`config.mk`:
```
export PLATFORM = sky130hd
export DESIGN_NAME = min_search_ctrl
export DESIGN_NICKNAME = d
export VERILOG_FILES = /design/src/rtl/min_search_pkg.sv /design/src/rtl/min_select.sv /design/src/rtl/min_search_ctrl.sv
export SDC_FILE = /design/constraint.sdc
export NUM_CORES = 1
export LEC_CHECK = 0
export BUFFER_PORTS_ARGS = -buffer_cell sky130_fd_sc_hd__buf_2
export CAP_MARGIN = 5
export CELL_PAD_IN_SITES_DETAIL_PLACEMENT = 0
export CELL_PAD_IN_SITES_GLOBAL_PLACEMENT = 1
export CORE_MARGIN = 2
export CORE_UTILIZATION = 47
export DETAILED_ROUTE_END_ITERATION = 12
export PLACE_DENSITY_LB_ADDON = 0.1
export SYNTH_ARGS = -nofsm -noshare
export SYNTH_HDL_FRONTEND = slang
export SYNTH_SLANG_ARGS = --single-unit
```
`constraint.sdc`:
```
create_clock -name clk -period 3.9 [get_ports clk]
set_input_delay 0.39 -clock clk [delete_from_list [all_inputs] [get_ports clk]]
set_output_delay 0.39 -clock clk [all_outputs]
set_load 0.05 [all_outputs]
```
`src/rtl/min_search_pkg.sv`:
```
// min_search_pkg: shared widths, FSM state type and distance ceiling for the minimum search
package min_search_pkg;
  localparam int DIST_W_DEF = 18;
  localparam int IDX_W_DEF = 8;
  typedef enum logic [1:0] {IDLE, FETCH, DRAIN, DONE} state_t;
  localparam logic [DIST_W_DEF-1:0] DIST_MAX = '1;
endpackage

```
`src/rtl/min_select.sv`:
```
// min_select: combinational pairwise minimum, a wins only when strictly smaller
// ports: a_dist/a_idx, b_dist/b_idx candidates in; min_dist/min_idx winner out
module min_select
  import min_search_pkg::*;
#(
  parameter int DIST_W = DIST_W_DEF,
  parameter int IDX_W = IDX_W_DEF
) (
  input  logic [DIST_W-1:0] a_dist,
  input  logic [IDX_W-1:0]  a_idx,
  input  logic [DIST_W-1:0] b_dist,
  input  logic [IDX_W-1:0]  b_idx,
  output logic [DIST_W-1:0] min_dist,
  output logic [IDX_W-1:0]  min_idx
);
  logic a_lt;
  assign a_lt = a_dist < b_dist;
  assign min_dist = a_lt ? a_dist : b_dist;
  assign min_idx = a_lt ? a_idx : b_idx;
endmodule

```
`src/rtl/min_search_ctrl.sv`:
```
// min_search_ctrl: reads N candidate distances one per cycle and reports the minimum and its index
// ports: start/cand_num launch a search; rd_en/rd_addr/rd_data access the candidate buffer
//        (data one cycle after rd_en); busy while searching; done pulses with found/best_dist/best_idx valid
module min_search_ctrl
  import min_search_pkg::*;
#(
  parameter int DIST_W = DIST_W_DEF,
  parameter int IDX_W = IDX_W_DEF
) (
  input  logic              clk,
  input  logic              rst_n,
  input  logic              start,
  input  logic [IDX_W:0]    cand_num,
  output logic              rd_en,
  output logic [IDX_W-1:0]  rd_addr,
  input  logic [DIST_W-1:0] rd_data,
  output logic              busy,
  output logic              done,
  output logic              found,
  output logic [DIST_W-1:0] best_dist,
  output logic [IDX_W-1:0]  best_idx
);
  state_t state, nxt;
  logic [IDX_W-1:0] cnt, last_idx, vidx, run_idx, sel_idx, fold_idx;
  logic [DIST_W-1:0] run_dist, sel_dist, fold_dist;
  logic vld, launch, empty;
  assign launch = state == IDLE && start;
  assign empty = cand_num == '0;
  assign rd_addr = cnt;
  always_ff @(posedge clk or negedge rst_n)
    if (!rst_n) state <= IDLE;
    else state <= nxt;
  always_comb begin
    nxt = state;
    rd_en = 1'b0;
    busy = 1'b0;
    done = 1'b0;
    unique case (state)
      IDLE: nxt = start ? (empty ? DONE : FETCH) : IDLE;
      FETCH: begin
        rd_en = 1'b1;
        busy = 1'b1;
        nxt = cnt == last_idx ? DRAIN : FETCH;
      end
      DRAIN: begin
        busy = 1'b1;
        nxt = DONE;
      end
      DONE: begin
        done = 1'b1;
        nxt = IDLE;
      end
      default: nxt = IDLE;
    endcase
  end
  min_select #(.DIST_W(DIST_W), .IDX_W(IDX_W)) u_sel (
    .a_dist(run_dist),
    .a_idx(run_idx),
    .b_dist(rd_data),
    .b_idx(vidx),
    .min_dist(sel_dist),
    .min_idx(sel_idx)
  );
  // the first sample of a search loads regardless of the cleared running minimum
  assign fold_dist = vidx == '0 ? rd_data : sel_dist;
  assign fold_idx = vidx == '0 ? vidx : sel_idx;
  always_ff @(posedge clk or negedge rst_n)
    if (!rst_n) begin
      cnt <= '0;
      last_idx <= '0;
      vidx <= '0;
      vld <= 1'b0;
      run_dist <= '0;
      run_idx <= '0;
      found <= 1'b0;
      best_dist <= '0;
      best_idx <= '0;
    end else begin
      vld <= rd_en;
      vidx <= cnt;
      if (launch) begin
        cnt <= '0;
        last_idx <= IDX_W'(cand_num - 1'b1);
        run_dist <= '1;
        run_idx <= '0;
      end else if (rd_en && cnt != last_idx) cnt <= cnt + IDX_W'(1);
      if (vld) begin
        run_dist <= fold_dist;
        run_idx <= fold_idx;
      end
      if (launch && empty) begin
        found <= 1'b0;
        best_dist <= '1;
        best_idx <= '0;
      end
      // DRAIN always carries the last sample, so publish its fold directly so results are valid with done
      if (state == DRAIN) begin
        found <= 1'b1;
        best_dist <= fold_dist;
        best_idx <= fold_idx;
      end
    end
endmodule

```
* Word level (Yosys, flattened, before mapping)
Cells that the tools add are included.
W data, S select, Z words.
** Word-level totals
- Flip-flop bits (word level) :: 80
- Input bits :: 30
- Word-level logic and storage cells :: 51
- Output and inout port bits :: 38
** Cells by class
- $add $sub $neg :: 2
- Eq/ne operators :: 5
- Reduce and logical (&&, ||, !) cells :: 10
- Muxes and demuxes :: 23
- Magnitude comparators :: 1
** Operators with widths (number)
- $mux W18 :: 6
- $mux W8 :: 8
- $lt A18 B18 Y1 :: 1
- $logic_not A9 Y1 :: 1
- $add A8 B1 Y8 const B :: 1
- $eq A8 B8 Y1 :: 1
- $logic_not A8 Y1 :: 1
- $ne A8 B8 Y1 :: 1
- $pmux W2 S4 :: 1
- $sub A8 B1 Y8 const B :: 1
- $mux W2 :: 3
- $reduce_bool A2 Y1 :: 3
- $mux W1 :: 5
- $eq A2 B2 Y1 const B :: 2
- $logic_and A1 B1 Y1 :: 3
- $eq A2 B1 Y1 const B :: 1
- $logic_not A2 Y1 :: 1
- $reduce_or A2 Y1 :: 1

* Logic depth before layout (Yosys ltp)
Gate-level depths: netlist (run 1).
- Depth in word-level cells :: 5
- Mapped depth :: 10
- Depth with buffers taken out :: 8

* Modules after synthesis
Synthesis (run 1) repeated with hierarchy kept, for this count alone.
** Second synthesis, totals
- Cells, all modules :: 484
- Area, all modules :: 4664.5 sq um
** Modules (own cells, without submodules)
- min_search_ctrl :: times used 1, cells an instance 304, area an instance 3427.0 sq um, seq. area each 2001.9 sq um
- min_select :: times used 1, cells an instance 180, area an instance 1237.4 sq um, seq. area each 0.0 sq um

* Worst setup path before layout (run 1)
OpenSTA, ideal clock, no wires.
- Path kind :: input -> register
- Start :: in rd_data[16]
- End :: reg best_idx[7]
- Data required time :: 3.775 ns
- Slack :: 1.761 ns
- Cell stages on the path :: 9
- Library setup time :: 0.125 ns
- Path buffers :: 1
- Arrival :: 2.015 ns
- Path through :: inv_1 -> ha_1 -> a21oi_1 -> nand2_1 -> a221o_1 -> a21oi_4 -> buf_6 -> mux2i_1 -> o21ai_1
** Between the ends
- Longest elaborated chain between the ends :: 4
** RTL lines
- from (decl) :: line min_search_ctrl.sv:16 : input logic [DIST_W-1:0] rd_data,
- $lt A18 B18 Y1 :: line min_select.sv:17 : assign a_lt = a_dist < b_dist;
- $mux W8 :: line min_select.sv:19 : assign min_idx = a_lt ? a_idx : b_idx;
- $mux W8 :: line min_search_ctrl.sv:66 : assign fold_idx = vidx == '0 ? vidx : sel_idx;
- $mux W8 :: line min_search_ctrl.sv:97 : if (state == DRAIN) begin
- to (signal assigned) :: line min_search_ctrl.sv:100 : best_idx <= fold_idx;
- to (decl) :: line min_search_ctrl.sv:21 : output logic [IDX_W-1:0] best_idx
No other way between the ends.
A chain may end at the register's enable or synchronous reset.

* Final worst setup path (run 1)
- Start :: reg run_dist[16]
- End :: reg run_dist[17]
** Between the ends
- Longest elaborated chain between the ends :: 4
** RTL lines
- from (decl) :: line min_search_ctrl.sv:25 : logic [DIST_W-1:0] run_dist, sel_dist, fold_dist;
- from (signal assigned) :: line min_search_ctrl.sv:88 : run_dist <= fold_dist;
- $lt A18 B18 Y1 :: line min_select.sv:17
- $mux W18 :: line min_select.sv:18 : assign min_dist = a_lt ? a_dist : b_dist;
- $mux W18 :: line min_search_ctrl.sv:65 : assign fold_dist = vidx == '0 ? rd_data : sel_dist;
- $mux W18 :: line min_search_ctrl.sv:87 : if (vld) begin
No other way between the ends.

==> metrics list, run 1 <==
- Area added between synthesis and finish: 13.7%
* Overall track demand over capacity in global routing: 0.218
- Final net count: roughly 550
- The worst path needs around 2.6 ns of the cycle, external delays included.
- The final count of hold timing violations came to 0.
* Worst clock skew: around 0.010 ns
- The share of the Yosys chip area taken by registers is 0.481.
- The H-tree was split into 3 levels.
- Counting flops and latches in the post-synthesis netlist gives 80.
- Max Transition Viols Final: 0
* Mapped Area: roughly 4200 um2
- The detailed router finished its first iteration with 159 violations.
* Worst flop-to-flop path startpoint: run_dist[16]
- Run status: complete, no violations
- Maximum fanout count along the critical path: 28
* Max clock buf depth: 2
- Top cells by area, synth: dfrtp_1, ha_1, a31oi_1
- Global route total overflow: 0
- DR pass1 iterations: 4
* Final setup fails: 0
* Cell taking the most area after synthesis: dfrtp_1
* Most frequent cells in the layout: dfrtp_1, buf_2, nor2_1, a31oi_1, nand2_1
* Net count of the mapped netlist: 487
* Clock slew at reported path FFs: ~0.08 ns
- Clock tree root buffer cell: clkbuf_8
* Final clock period utilization by the worst path: 0.679
* Clock sinks: 80
* Share of cells above drive strength 1: 0.211
- Buffers placed on the I/O ports in this run total 67.
- Data arrival time of the critical path: approximately 2.9 ns
- Category of the worst setup path launch point: flop
- Detailed placement finished with a half-perimeter wire length of 6520 um.
* Peak ir drop on the vdd network: between 400 and 500 uV
* Total wire length: just under 10,000 um
- Counting both buffers and inverters, the worst setup path holds a total of 0.
- The die is slightly below 100 um wide.
- The routed layout has 3,356 vias.
- Clock latency on the worst-skew pair, taken at its later pin, is between 0.3 and 0.4 ns.
- Layout Cell Area excl Fill: roughly 4700 um2
- Placement Setup Slack: 1.14 ns
* Largest net degree at the start of global routing: approximately 80
- Setup repair after global routing left no endpoint under its margin.
- Critical path's top delay family: compound AO/OA/AOI/OAI gates
* Delay contributed by the slowest stage of the critical path: just under 0.8 ns
* Clock buffer count from CTS: 9
* CTS tree: built
* Number of top-level design ports: between 60 and 70
- The Yosys step of the flow raised 0 warnings.
- Static timing analysis puts the maximum clock frequency at between 0.3 and 0.4 GHz.
* Post-placement cell area: 4550 um2
- Synth cell types: 38
- Summed over all failing endpoints, the final setup total negative slack is 0 ns.
- Vias in the first global route: roughly 3,400
- The core region is about 8600 um2.
* LEAKAGE: ~2.3 nW
- Initial core utilization: 0.482
- Drc violations: 0
* Minimum setup slack in the final design: around 1.3 ns
- Total power for the finished layout comes to roughly 3.5 mW.
- Dividing total power by cell area gives a power density of 745 nW/um2.
- In this run the post-CTS setup repair buffer count came out at 0.
* Site row count: 34
* Worst-path cell with the longest stage delay: a21o_1
* Synth top area share: 0.481
- Chip height: around 100 um
- Antenna violations before repair: 0
* Kind of end point of the critical path: flop
- Critical path class: flop to flop
- Critical-path cell list: ha_1, and4_1, nand2_1, a21oi_1, a21o_1, o21ai_0, a31oi_1
- In this run the remaining antenna-violating nets after routing total 0.
- Wire length of the first global-routing pass: 16,900 um
- Wire per inst: 16.3 um
* Resize count post-CTS: 0
* Path category of the worst min-delay check: input pin to async pin
- Final-layout worst hold slack: ~0.2 ns
- Worst Path Required: approximately 4.2 ns
- Across the run, the number of max-cap violations was 0.
* Number of instances in the synthesized netlist: roughly 430
- Mean cell area of the mapped netlist: approximately 9.6 um2
* Number of buffers inserted for hold repair after clock tree synthesis: 0
- Headroom to the max-slew limit came out at 0.320.
- Final RePlAce weighted congestion: 0.819
- Transition at the pin with the smallest max-transition slack: about 1 ns
- Most frequent standard cell in the layout excluding fill and tap cells: dfrtp_1
- Die Outline Area: 9620 um2
- In the routed layout, each cell is associated on average with a via count of between 5 and 6.
* Ant diodes: 0
- Critical path origin: run_dist[16]
[where the power goes]
group,switching (mW),internal (mW)
sequential,0.223,1.06
clock,0.293,0.287
combinational,1.13,0.522
total,1.65,1.87
[metrics by stage]
step	util	cells
finish	0.548	602
CTS	0.548	602
global route	0.548	602
global placement	0.527	588
floorplan	-	433
detailed placement	0.527	588
[cells by family after synthesis]
kind of cell	after synthesis	share of synthesized area
buf+inv	47	0.0499
mux	8	0.0192
fa+ha+maj	24	0.0722
flops	80	0.481
compound gates	104	0.151
simple gates	153	0.191
xor+xnor	17	0.0358
[cell usage after synthesis]
cell,count
a31oi_1,39
and2_1,3
nor2b_1,1
a221o_1,1
nand2b_1,6
nor3_1,3
a41o_1,1
nor4_1,2
a21oi_4,1
xnor2_1,13
clkbuf_1,13
a21oi_1,12
and4_1,3
nand2_1,38
o21ai_1,18
buf_2,7
o211ai_1,2
o221ai_1,1
buf_1,1
nand3_1,18
nor2_1,48
nor4_2,1
buf_6,3
mux2i_1,8
nand3_2,17
a2bb2oi_1,1
o21ai_0,19
o211a_1,1
ha_1,24
dfrtp_1,80
inv_1,23
nand4_1,13
o21bai_1,1
a31o_2,1
a21o_1,3
o22ai_1,1
o21a_1,2
xor2_1,4
[final timing paths]
path                                 endpoint  slack, ns  cells after the start
worst min-delay path            best_dist[10]       0.20                      1
worst max-delay path             run_dist[17]       1.25                      7
worst max register to register   run_dist[17]       1.25                      7
min in group clk                  last_idx[0]       0.27                      2
max in group asynchronous          rd_addr[4]       3.02                      1
worst min register to register    best_idx[2]       0.49                      2
[sequential cells by signal (all words and copies together), names as in the netlist]
signal / flops
best_dist: 18
run_dist: 18
best_idx: 8
last_idx: 8
rd_addr: 8
run_idx: 8
vidx: 8
state: 2
found: 1
vld: 1
[per-layer routing]
metal	GRT usage	vias to the layer above	part of all wire	wire, um
li1	-	1640	-	-
met1	0.295	1635	0.47	4550
met2	0.358	69	0.49	4780
met3	0.0344	12	0.032	314
met4	0.0737	0	0.014	140
met5	0	-	0	0
[layout make-up]
class                   count  area, um2
fillers                   825       3910
multi-input cells         306       1950
well taps                 108        135
inverters                  23       86.3
flip-flops and latches     80       2000
repair buffers             71        380
clock inverters             4       47.5
clock buffers              10        128
[worst register-to-register path, stage by stage, from the launching register on]
cell     delay [ns]
dfrtp_1        0.41
ha_1           0.33
and4_1         0.21
nand2_1        0.05
a21oi_1        0.25
a21o_1         0.79
o21ai_0        0.30
a31oi_1        0.23
(Power assumes the default switching activity.)
==> run 2: changes to the inputs <==
Settings changed: CORE_UTILIZATION 47 to 39.
Clock period 3.9 ns to 2.42 ns, I/O delays scaled along.
==> metrics list, run 2 (same netlist as run 1, synthesis figures left out) <==
* Power density of the placed cells: between 1000 and 1500 nW/um2
- Transition at the pin with the smallest max-transition slack: around 0.46 ns
- For the final database, setup skew stands at ~0.0086 ns.
* Registers with the most flip-flops: best_dist x18, run_dist x18
- Total half-perimeter wirelength after legalization and detailed placement: between 7000 and 8000 um
* Overall track demand over capacity in global routing: 0.190
- Across all register-to-register paths, the minimum setup slack is about 0.15 ns.
* Worst r2r dst: best_idx[7]
- Reg2Reg Depth: 9
- The count of nets left with antenna violations once routing finished came out at 0.
- Die Outline Area: roughly 12,000 um2
- The number of max-slew violations in the final report was 0.
- For this block, the routed nets add up to 10,400 um of wire.
- Initial core utilization: 0.403
- Buffers inserted during clock tree synthesis total 9.
- Derived from the worst setup path, the maximum achievable clock frequency is between 0.4 and 0.5 GHz.
- For this run the aggregate overflow at the end of global routing stands at 0.
* Wire per inst: between 15 and 20 um
- The floorplan has 37 rows.
- a little under 70 I/O pins were placed.
* Maximum fanout count along the critical path: 13
- End point of the worst hold path: last_idx[0]
- Dividing the final minimum period by the clock period gives 0.938.
- The signal on the critical path passes through ha_1, a21oi_2, o211a_1, o221ai_1, buf_4, a21oi_4, buf_12, mux2i_2, o21ai_1.
- From synthesis to final layout, the design area changed by 19.0%.
- Critical path origin: run_dist[9]
- Delay contributed by the slowest stage of the critical path: between 0.4 and 0.5 ns
- Layout Cell Area excl Fill: 4950 um2
- The clock drives 80 sinks.
* Final net count: between 500 and 600
* Ant diodes: 0
* CTS H-Tree Depth: 3
- In the layout the commonest cells are dfrtp_1, buf_2, nor2_1, a31oi_1, nand2_1.
- Setup repair after global routing missed its margin: false
* Drc violations: 0
- The clock passes through at most 2 buffers.
* Final RePlAce weighted congestion: just under 0.8
- Leaving out fill and tap cells, the most frequent cell in the layout is dfrtp_1.
* Headroom to the max-slew limit: 0.690
- The first global-routing pass estimated 17,300 um of wire.
- Summing all placed instances gives a cell area of between 4000 and 5000 um2.
* Fin. Hold Viols: 0
* Chip height: between 100 and 150 um
- Entering global routing, the biggest net connects between 80 and 90 pins.
* Antenna violations before repair: 0
* Share of cells above drive strength 1: 0.246
- Routed via count divided by cell count: around 5.2
- The detailed router finished its first iteration with roughly 110 violations.
- Clock-pin slew was measured on the worst setup and hold paths at around 0.09 ns.
- The tree is rooted in a clkbuf_8.
- Worst-path cell with the longest stage delay: dfrtp_1
- Setup violations remaining at the end of the flow were counted as 0.
* Data arrival time of the critical path: around 2.5 ns
- CTS tree: built
- After detailed placement, the design holds a cell count of 630.
- Peak ir drop on the vdd network: roughly 740 uV
- Final cell utilization of the core: 0.480
- Summing over every cut layer, the via total after detailed routing is between 3,000 and 4,000.
* Kind of end point of the critical path: flop
- Post-layout min period: 2.27 ns
* Worst Path Required: 2.64 ns
- Worst flop-to-flop path startpoint: run_dist[9]
* Post-route non-filler standard cell count: 649
* Category of the worst setup path launch point: flop
* Final-layout worst hold slack: between 0.1 and 0.15 ns
- The total area inside the core boundary comes to 10,300 um2.
- Cells on Worst Hold Path: 2
- The first detailed-routing pass took 5 iterations.
* Total power of the final layout: 5.97 mW
- By startpoint and endpoint, the worst setup path is classified as flop to flop.
- Vias in the first global route: between 3,000 and 4,000
- Path category of the worst min-delay check: input pin to flop
- Insertion delay of the later-clocked pin in the worst-skew pair: 0.35 ns
- During placement, the flow inserted port buffers numbering 67.
- Summed over all cells, the static leakage comes to 2.38 nW.
- The flow ran to the end, and the final reports show no timing, DRC or antenna violations.
* Max-cap violation count: 0
- The startpoint identified for the worst hold timing path is cand_num[0].
- Die Width: approximately 110 um
run 2: worst max-delay path: cells and delay by family, from the launching register on:
| kind | cells | cell delay [ns] |
|---|---|---|
| AO/OA/AOI/OAI | 5 | 0.79 |
| flip-flops | 1 | 0.41 |
| buffers and inverters | 2 | 0.38 |
| adder cells (fa/ha/maj) | 1 | 0.31 |
| multiplexers | 1 | 0.25 |
run 2: worst max path at each step:
stage                       end  cells past startpoint
floorplan           best_idx[7]                      8
global placement     run_idx[2]                     10
detailed placement   run_idx[6]                      8
CTS                 best_idx[7]                      9
global route        run_dist[7]                      9
finish              best_idx[7]                      9
run 2: area by class of cell:
| class | count | area [um2] |
|---|---|---|
| clock buffer | 9 | 124 |
| clock inverter | 7 | 62.6 |
| fill | 1030 | 5370 |
| inverter | 23 | 86.3 |
| multi-input combinational | 306 | 1970 |
| sequential | 80 | 2000 |
| tap | 136 | 170 |
| timing repair buffer | 88 | 541 |
run 2: layer usage:
metal  track usage  wire, um  vias to the layer above
li1              -         -                     1680
met1         0.244      4730                     1652
met2         0.330      5220                       56
met3        0.0454       377                        2
met4        0.0353        37                        0
met5             0         0                        -
run 2: where the power goes:
part | total (mW) | internal [mW] | switching [mW]
logic | 2.98 | 1.03 | 1.95
registers | 2.05 | 1.71 | 0.332
clock network | 0.951 | 0.395 | 0.557
total | 5.97 | 3.14 | 2.83
run 2: through the flow:
step / TNS, ns / setup WS, ns
finish: 0 / 0.151
global route: 0 / 0.000729
CTS: 0 / 0.0518
detailed placement: -0.0126 / -0.0114
global placement: 0 / 0.0179
floorplan: 0 / 0.315
run 2: timing repair:
item                                    in CTS  in global routing
hold buffers                                 1                  0
setup buffers                                0                  1
hold endpoints to repair                    80                  0
gates resized for setup                      1                  3
gates cloned                                 0                  1
pin swaps                                    0                  1
endpoints found under the setup margin       3                 14
